**src/rtl/ras_predecode_pkg.sv**
```systemverilog
// Shared definitions for the return-address-stack predecode stage:
// BTB type codes, stack pointer update encodings, opcode constants and
// the predecode FSM state type.
package ras_predecode_pkg;

  // Instructions per fetch bundle (16-byte aligned bundle)
  localparam int FETCH_WIDTH = 4;

  // Instruction address bus width and type
  localparam int INST_ADDR_W = 32;
  typedef logic [INST_ADDR_W-1:0] inst_addr_t;

  // BTB predicted branch type for a bundle
  localparam logic [2:0] TYPE_NONE  = 3'd0;
  localparam logic [2:0] TYPE_CALL  = 3'd1;
  localparam logic [2:0] TYPE_RTURN = 3'd2;

  // Speculative stack update encodings
  localparam logic [1:0] PTR_NONE = 2'b00;
  localparam logic [1:0] PTR_PUSH = 2'b10;
  localparam logic [1:0] PTR_POP  = 2'b01;

  // Major opcodes (inst[31:26])
  localparam logic [5:0] OP_BL   = 6'b010101;
  localparam logic [5:0] OP_JIRL = 6'b010011;

  // JIRL r0, r1, 0 operand fields
  localparam logic [4:0] RET_RD = 5'd0;
  localparam logic [4:0] RET_RJ = 5'd1;

  // Predecode FSM: RUN passes bundles, SHADOW drops in-flight bundles
  typedef enum logic {
    ST_RUN    = 1'b0,
    ST_SHADOW = 1'b1
  } pd_state_e;

  // First address of the bundle that follows the one containing pc
  function automatic inst_addr_t seq_next_bundle(input inst_addr_t pc);
    return {pc[31:4] + 28'd1, 4'b0000};
  endfunction

endpackage

```
**src/rtl/ras_predecode_slot.sv**
```systemverilog
// Per-slot combinational decoder: classifies one instruction as a call
// (BL) or a return (JIRL r0,r1,0) and computes the call target and the
// link address for a push.
module ras_slot_decode
  import ras_predecode_pkg::*;
(
  input  logic [31:0] i_pc,
  input  logic [31:0] i_inst,
  output logic        o_is_call,
  output logic        o_is_return,
  output logic [31:0] o_target,
  output logic [31:0] o_link
);

  logic [5:0]  w_opcode;
  logic [31:0] w_offset;

  assign w_opcode = i_inst[31:26];

  // BL offset is split: offs[25:16] in inst[9:0], offs[15:0] in inst[25:10]
  assign w_offset = {{4{i_inst[9]}}, i_inst[9:0], i_inst[25:10], 2'b00};

  // Classify the instruction and form the call target / return link
  always_comb begin
    o_is_call   = (w_opcode == OP_BL);
    o_is_return = (w_opcode == OP_JIRL) &&
                  (i_inst[4:0] == RET_RD) &&
                  (i_inst[9:5] == RET_RJ) &&
                  (i_inst[25:10] == 16'd0);
    o_target    = i_pc + w_offset;
    o_link      = i_pc + 32'd4;
  end

endmodule

```
**src/rtl/ras_predecode.sv**
```systemverilog
// Predecode stage between fetch return and decode. Finds the first call or
// return in each bundle, issues speculative RAS push/pop when the BTB missed
// it, redirects fetch when predecode and BTB disagree, and squashes the
// shadow bundles that were already in flight when the redirect went out.
//
// Handshake: a bundle moves from fetch into the output register when
// i_fetch_able && o_fetch_ready; o_fetch_ready = i_out_ready || !o_out_able,
// so the output register is either empty or being drained by decode.
// While o_out_able && !i_out_ready all o_out_* hold and nothing is accepted.
module ras_predecode
  import ras_predecode_pkg::*;
#(
  parameter int SHADOW_CYCLES = 2
) (
  input  logic         i_clk,
  input  logic         i_rest,
  input  logic         i_pre_flash,
  input  logic         i_fetch_able,
  input  logic [31:0]  i_fetch_pc,
  input  logic [127:0] i_fetch_inst,
  input  logic [2:0]   i_fetch_btb_type,
  input  logic [1:0]   i_fetch_btb_slot,
  output logic         o_fetch_ready,
  input  logic         i_ras_able,
  input  logic [31:0]  i_ras_addr,
  output logic         o_up_able,
  output logic [1:0]   o_up_ptr_type,
  output logic [31:0]  o_up_addr_date,
  output logic         o_pre_redirect,
  output logic [31:0]  o_pre_redirect_pc,
  output logic         o_out_able,
  output logic [31:0]  o_out_pc,
  output logic [127:0] o_out_inst,
  output logic [3:0]   o_out_mask,
  input  logic         i_out_ready,
  output logic         o_dbg_state,
  output logic [2:0]   o_dbg_shadow_cnt
);

  // ---------------------------------------------------------------------
  // Registers
  // ---------------------------------------------------------------------
  pd_state_e    r_state;
  logic [2:0]   r_shadow_cnt;
  logic         r_out_able;
  logic [31:0]  r_out_pc;
  logic [127:0] r_out_inst;
  logic [3:0]   r_out_mask;
  logic         r_up_able;
  logic [1:0]   r_up_ptr_type;
  logic [31:0]  r_up_addr_date;
  logic         r_pre_redirect;
  logic [31:0]  r_pre_redirect_pc;

  // ---------------------------------------------------------------------
  // Per-slot decode
  // ---------------------------------------------------------------------
  logic [FETCH_WIDTH-1:0] w_slot_valid;
  logic [FETCH_WIDTH-1:0] w_is_call;
  logic [FETCH_WIDTH-1:0] w_is_return;
  logic [31:0]            w_target [FETCH_WIDTH];
  logic [31:0]            w_link   [FETCH_WIDTH];

  for (genvar g = 0; g < FETCH_WIDTH; g++) begin : g_slot
    localparam logic [1:0] SLOT_ID = 2'(g);
    logic [31:0] w_slot_pc;

    assign w_slot_pc       = {i_fetch_pc[31:4], SLOT_ID, 2'b00};
    // Slots before the entry point of the bundle carry no valid work
    assign w_slot_valid[g] = (SLOT_ID >= i_fetch_pc[3:2]);

    ras_slot_decode u_slot_decode (
      .i_pc        (w_slot_pc),
      .i_inst      (i_fetch_inst[32*g +: 32]),
      .o_is_call   (w_is_call[g]),
      .o_is_return (w_is_return[g]),
      .o_target    (w_target[g]),
      .o_link      (w_link[g])
    );
  end

  // ---------------------------------------------------------------------
  // Priority pick and redirect decision
  // ---------------------------------------------------------------------
  logic        w_hit;
  logic [1:0]  w_hit_k;
  logic [3:0]  w_mask;
  logic        w_call_k;
  logic        w_ret_k;
  logic        w_btb_slot_k;
  logic        w_btb_is_branch;
  logic        w_push;
  logic        w_pop;
  logic        w_false_btb;
  logic        w_redirect;
  logic [31:0] w_redirect_pc;
  logic        w_fire;
  logic        w_accept;

  // Lowest valid call/return slot wins (scan from the top so the lowest
  // slot is the last one written)
  always_comb begin
    w_hit   = 1'b0;
    w_hit_k = 2'd0;
    for (int i = FETCH_WIDTH - 1; i >= 0; i--) begin
      if (w_slot_valid[i] && (w_is_call[i] || w_is_return[i])) begin
        w_hit   = 1'b1;
        w_hit_k = 2'(i);
      end
    end
  end

  // Decode sees valid slots up to and including the winning slot
  always_comb begin
    w_mask = 4'b0000;
    for (int i = 0; i < FETCH_WIDTH; i++) begin
      w_mask[i] = w_slot_valid[i] && (!w_hit || (i <= int'(w_hit_k)));
    end
  end

  // Compare predecode against the BTB and choose update / redirect
  always_comb begin
    w_call_k        = w_hit && w_is_call[w_hit_k];
    w_ret_k         = w_hit && w_is_return[w_hit_k] && !w_is_call[w_hit_k];
    w_btb_slot_k    = (i_fetch_btb_slot == w_hit_k);
    w_btb_is_branch = (i_fetch_btb_type == TYPE_CALL) ||
                      (i_fetch_btb_type == TYPE_RTURN);

    w_push      = w_call_k &&
                  !((i_fetch_btb_type == TYPE_CALL) && w_btb_slot_k);
    w_pop       = w_ret_k &&
                  !((i_fetch_btb_type == TYPE_RTURN) && w_btb_slot_k);
    // BTB claimed a call/return the bundle does not contain
    w_false_btb = !w_hit && w_btb_is_branch;

    w_redirect    = w_push || (w_pop && i_ras_able) || w_false_btb;
    w_redirect_pc = 32'd0;
    if (w_push) begin
      w_redirect_pc = w_target[w_hit_k];
    end else if (w_pop && i_ras_able) begin
      w_redirect_pc = i_ras_addr;
    end else if (w_false_btb) begin
      w_redirect_pc = seq_next_bundle(i_fetch_pc);
    end
  end

  assign o_fetch_ready = i_out_ready || !r_out_able;
  assign w_fire        = i_fetch_able && o_fetch_ready;
  // Flush wins over a bundle arriving in the same cycle
  assign w_accept      = w_fire && (r_state == ST_RUN) && !i_pre_flash;

  // ---------------------------------------------------------------------
  // Shadow FSM: after a redirect drop SHADOW_CYCLES arriving bundles
  // ---------------------------------------------------------------------
  always_ff @(posedge i_clk) begin
    if (!i_rest || i_pre_flash) begin
      r_state      <= ST_RUN;
      r_shadow_cnt <= 3'd0;
    end else begin
      case (r_state)
        ST_RUN: begin
          if (w_accept && w_redirect) begin
            r_state      <= ST_SHADOW;
            r_shadow_cnt <= 3'(SHADOW_CYCLES);
          end
        end
        ST_SHADOW: begin
          if (w_fire) begin
            r_shadow_cnt <= r_shadow_cnt - 3'd1;
            if (r_shadow_cnt <= 3'd1) begin
              r_state <= ST_RUN;
            end
          end
        end
        default: begin
          r_state      <= ST_RUN;
          r_shadow_cnt <= 3'd0;
        end
      endcase
    end
  end

  // ---------------------------------------------------------------------
  // Output bundle register and single-cycle update/redirect pulses
  // ---------------------------------------------------------------------
  always_ff @(posedge i_clk) begin
    if (!i_rest || i_pre_flash) begin
      r_out_able        <= 1'b0;
      r_out_pc          <= 32'd0;
      r_out_inst        <= 128'd0;
      r_out_mask        <= 4'd0;
      r_up_able         <= 1'b0;
      r_up_ptr_type     <= PTR_NONE;
      r_up_addr_date    <= 32'd0;
      r_pre_redirect    <= 1'b0;
      r_pre_redirect_pc <= 32'd0;
    end else begin
      r_up_able      <= 1'b0;
      r_pre_redirect <= 1'b0;
      if (w_accept) begin
        r_out_able        <= 1'b1;
        r_out_pc          <= i_fetch_pc;
        r_out_inst        <= i_fetch_inst;
        r_out_mask        <= w_mask;
        r_up_able         <= w_push || w_pop;
        r_up_ptr_type     <= w_push ? PTR_PUSH : (w_pop ? PTR_POP : PTR_NONE);
        r_up_addr_date    <= w_push ? w_link[w_hit_k] : 32'd0;
        r_pre_redirect    <= w_redirect;
        r_pre_redirect_pc <= w_redirect_pc;
      end else if (i_out_ready) begin
        r_out_able <= 1'b0;
      end
    end
  end

  assign o_out_able        = r_out_able;
  assign o_out_pc          = r_out_pc;
  assign o_out_inst        = r_out_inst;
  assign o_out_mask        = r_out_mask;
  assign o_up_able         = r_up_able;
  assign o_up_ptr_type     = r_up_ptr_type;
  assign o_up_addr_date    = r_up_addr_date;
  assign o_pre_redirect    = r_pre_redirect;
  assign o_pre_redirect_pc = r_pre_redirect_pc;
  assign o_dbg_state       = r_state;
  assign o_dbg_shadow_cnt  = r_shadow_cnt;

endmodule

```
**config.mk**
```make
export PLATFORM = sky130hd
export DESIGN_NAME = ras_predecode
export DESIGN_NICKNAME = d
export VERILOG_FILES = /design/src/rtl/ras_predecode_pkg.sv /design/src/rtl/ras_predecode_slot.sv /design/src/rtl/ras_predecode.sv
export SDC_FILE = /design/constraint.sdc
export NUM_CORES = 1
export LEC_CHECK = 0
export CORE_UTILIZATION = 50
export CTS_CLUSTER_SIZE = 10
export DETAILED_ROUTE_END_ITERATION = 16
export PLACE_DENSITY = 0.89
export SLEW_MARGIN = 10
export SYNTH_ARGS = -nofsm -noshare
export SYNTH_HDL_FRONTEND = slang
export SYNTH_HIERARCHICAL = 1
export SYNTH_SLANG_ARGS = --single-unit
```
**constraint.sdc**
```tcl
create_clock -name i_clk -period 7.1 [get_ports i_clk]
set_input_delay 0.71 -clock i_clk [delete_from_list [all_inputs] [get_ports i_clk]]
set_output_delay 0.71 -clock i_clk [all_outputs]
set_load 0.01 [all_outputs]
```
==> results.json <==
{
  "root_buffer": "clkbuf_16",
  "grt_setup_unrepaired": "no",
  "postCtsSetupBuffers": 0,
  "drt_iter0_markers": 2799,
  "synth_top_area_share_pct": 22.8,
  "area_growth_pct": 27.4,
  "ctsHtreeMaxLevel": 1,
  "synth_commonest_cells": "nand2_1 (656), a21oi_1 (339), dfxtp_1 (237), xnor2_1 (150), nor2_1 (146)",
  "cp.required_ns": 7.61,
  "ys_seq_elements": 237,
  "synth.area.top_cells": "dfxtp_1 (23%), nand2_1 (12%), a21oi_1 (8.2%), ha_1 (7.4%), xnor2_1 (6.3%)",
  "core.rowCount": 74,
  "synth_cells": 2922,
  "fill_cells": 3659,
  "cp_num_buf_inv": 2,
  "crit_chain": "clkdlybuf4s50_1 > nor4b_1 > nand4_1 > nor4_1 > nor2_1 > o21ai_2 > nand2_4 > a211o_1 > a211oi_4 > buf_4 > a32oi_1 > a21oi_1",
  "grt_max_degree": 199,
  "first_global_vias": 21900,
  "clock_path_buffers": 3,
  "p_leak_nw": 10.0,
  "ant_nets": 0,
  "vdd_drop_max_mv": 0.178,
  "setup_violations": 0,
  "clock-sinks": 237,
  "design.die.area_um2": 42400,
  "start_util_pct": 50.8,
  "cp_max_fo": 20,
  "setup.worst_path.end_class": "flip-flop",
  "drc": 0,
  "port-buffer-count": 440,
  "fin_skew_ns": 0.0300,
  "clk_latency_ns": 0.61,
  "syn_area_per_cell_um2": 7.11,
  "tightestPinTransition_ns": 1.37,
  "critPathTopFamily": "compound AO/OA/AOI/OAI gates",
  "coreArea_um2": 40900,
  "status": "complete, no violations",
  "path_clk_slew_ns": 0.06,
  "synth_enable_flop_cells": 0,
  "crit_type": "primary input to flip-flop",
  "fmax_ghz": 0.203,
  "cts_resized": 0,
  "routedWlPerCell_um": 22.8,
  "synth_ff_type": "dfxtp_1",
  "synth_top_area_cell": "dfxtp_1",
  "chipWidth_um": 206,
  "grt_pass1_wl_mm": 128,
  "drtPass1Iterations": 8,
  "gp_congestion": 1.01,
  "critPathLaunchType": "primary input",
  "drive_gt1_share_pct": 5.03,
  "synth_cell_types": 93,
  "tritoncts": "yes",
  "fin_crit_ns": 4.93,
  "synthArstFlopShare_pct": 0,
  "arrival_ns": 5.44,
  "slowest_delay_ns": 0.95,
  "hold_viol": 0,
  "report.power.total_mw": 4.32,
  "synth_warnings": 6,
  "num_vias": 24000,
  "dp_hpwl_mm": 64.7,
  "powerDensity_nw_per_um2": 163,
  "max_slew_margin_pct": 8.31,
  "overflow": 0,
  "yosysSeqAreaShare_pct": 22.8,
  "slew_viol_final": 0,
  "cpMaxStageDelayCell": "a211oi_4",
  "fin_setup_tns_ns": 0,
  "vias_per_cell": 6.23,
  "hold_class": "flip-flop to flip-flop",
  "nNetsFinal": 3634,
  "ios": 441,
  "synthesis.area_um2": 20800,
  "antenna_found_initial": 7,
  "yosysMostFrequentCell": "nand2_1",
  "drt-total-wl_mm": 88.0,
  "cts_inserted_buffers": 30,
  "grt_use_total_pct": 39.6,
  "ctsHoldBuffers": 0,
  "die_h_um": 206,
  "drv_cap": 0,
  "period_share_pct": 69.4
}
[state kept, by name, summed over array words and instances (netlist names)]
register / cells
o_dbg_shadow_cnt: 3
o_dbg_state: 1
o_out_able: 1
o_out_inst: 128
o_out_mask: 4
o_out_pc: 32
o_pre_redirect: 1
o_pre_redirect_pc: 32
o_up_able: 1
o_up_addr_date: 32
o_up_ptr_type: 2
[final timing paths]
path	start	end	slack [ns]	cells past startpoint
hold reg to reg	o_out_inst[30]	o_out_inst[30]	0.45	2
setup / recovery	i_fetch_inst[105]	o_pre_redirect_pc[25]	2.17	12
hold / removal	o_out_inst[30]	o_out_inst[30]	0.45	2
setup reg to reg	o_out_able	o_pre_redirect_pc[9]	4.20	6
[report_power, final]
| group | switching [mW] | leakage (nW) | internal [mW] | total [mW] |
|---|---|---|---|---|
| sequential | 0.0165 | 1.92 | 1.36 | 1.37 |
| combinational | 0.888 | 7.63 | 0.545 | 1.43 |
| clock | 0.609 | 0.453 | 0.901 | 1.51 |
| total | 1.51 | 10.0 | 2.80 | 4.32 |
[cells by family after synthesis]
family	Yosys count	synth area share (%)
adders and majority gates	127	7.79
and+or+nand+nor	1258	28.6
xor gates and xnor gates	241	10.2
AOI/OAI and AO/OA	814	25.3
buffers and inverters	243	5.38
DFF	237	22.8
other	2	0.0361
[routing by layer]
layer,global-route usage [%],vias up,share of wire (%)
met1,50.6,11200,39
met5,0.238,-,0
met4,24.3,0,6.9
met2,58.4,1407,41
li1,-,11100,-
met3,11.4,312,13
[layout by cell type, fill, tap and decap left out, types with 22 or more instances in the layout]
master,netlist,routed
a31oi_1,59,59
xnor2_1,150,150
o21ai_0,99,99
nor4_1,23,22
a22oi_1,34,34
nand4_1,45,45
o21a_1,24,24
nor2b_1,24,24
conb_1,2,54
nand2_1,656,655
a21o_1,27,27
a21oi_1,339,339
ha_1,123,123
xor2_1,91,91
clkbuf_16,0,30
nor2_1,146,146
buf_4,18,46
dfxtp_1,237,237
clkdlybuf4s50_1,0,439
a211oi_1,64,64
and3_1,101,101
nand3_1,89,89
nor3_1,46,44
inv_1,54,54
[worst register-to-register path: stages, from the launching register on]
cell and delay (ns):
dfxtp_1 0.33, nand2b_1 0.14, nand2_1 0.16, or3_4 0.82, buf_4 0.89, nor3_1 0.21
nor3_1 0.26
[final cells by class]
cell class / instances / area, um^2 / area share, %
antenna: 5 / 12.5 / 0.0472
clock buffer: 40 / 818 / 3.09
clock inverter: 6 / 119 / 0.449
inverter: 54 / 203 / 0.765
multi-input combinational: 2494 / 15200 / 57.2
sequential: 237 / 4740 / 17.9
tap: 532 / 666 / 2.51
timing repair buffer: 487 / 4760 / 18.0
[per-stage QoR]
step	instance area, um^2	setup WS, ns	hold WS [ns]	util [%]	instances
finish	26500	2.17	0.453	64.7	3855
global route	26500	2.04	0.467	64.7	3854
CTS	26500	2.31	0.453	64.7	3850
detailed placement	25500	1.73	0.446	62.4	3804
global placement	25500	1.77	0.441	62.4	3804
floorplan	21000	3.62	0.481	-	2974
Note: power is estimated with default switching activity, not from simulation.
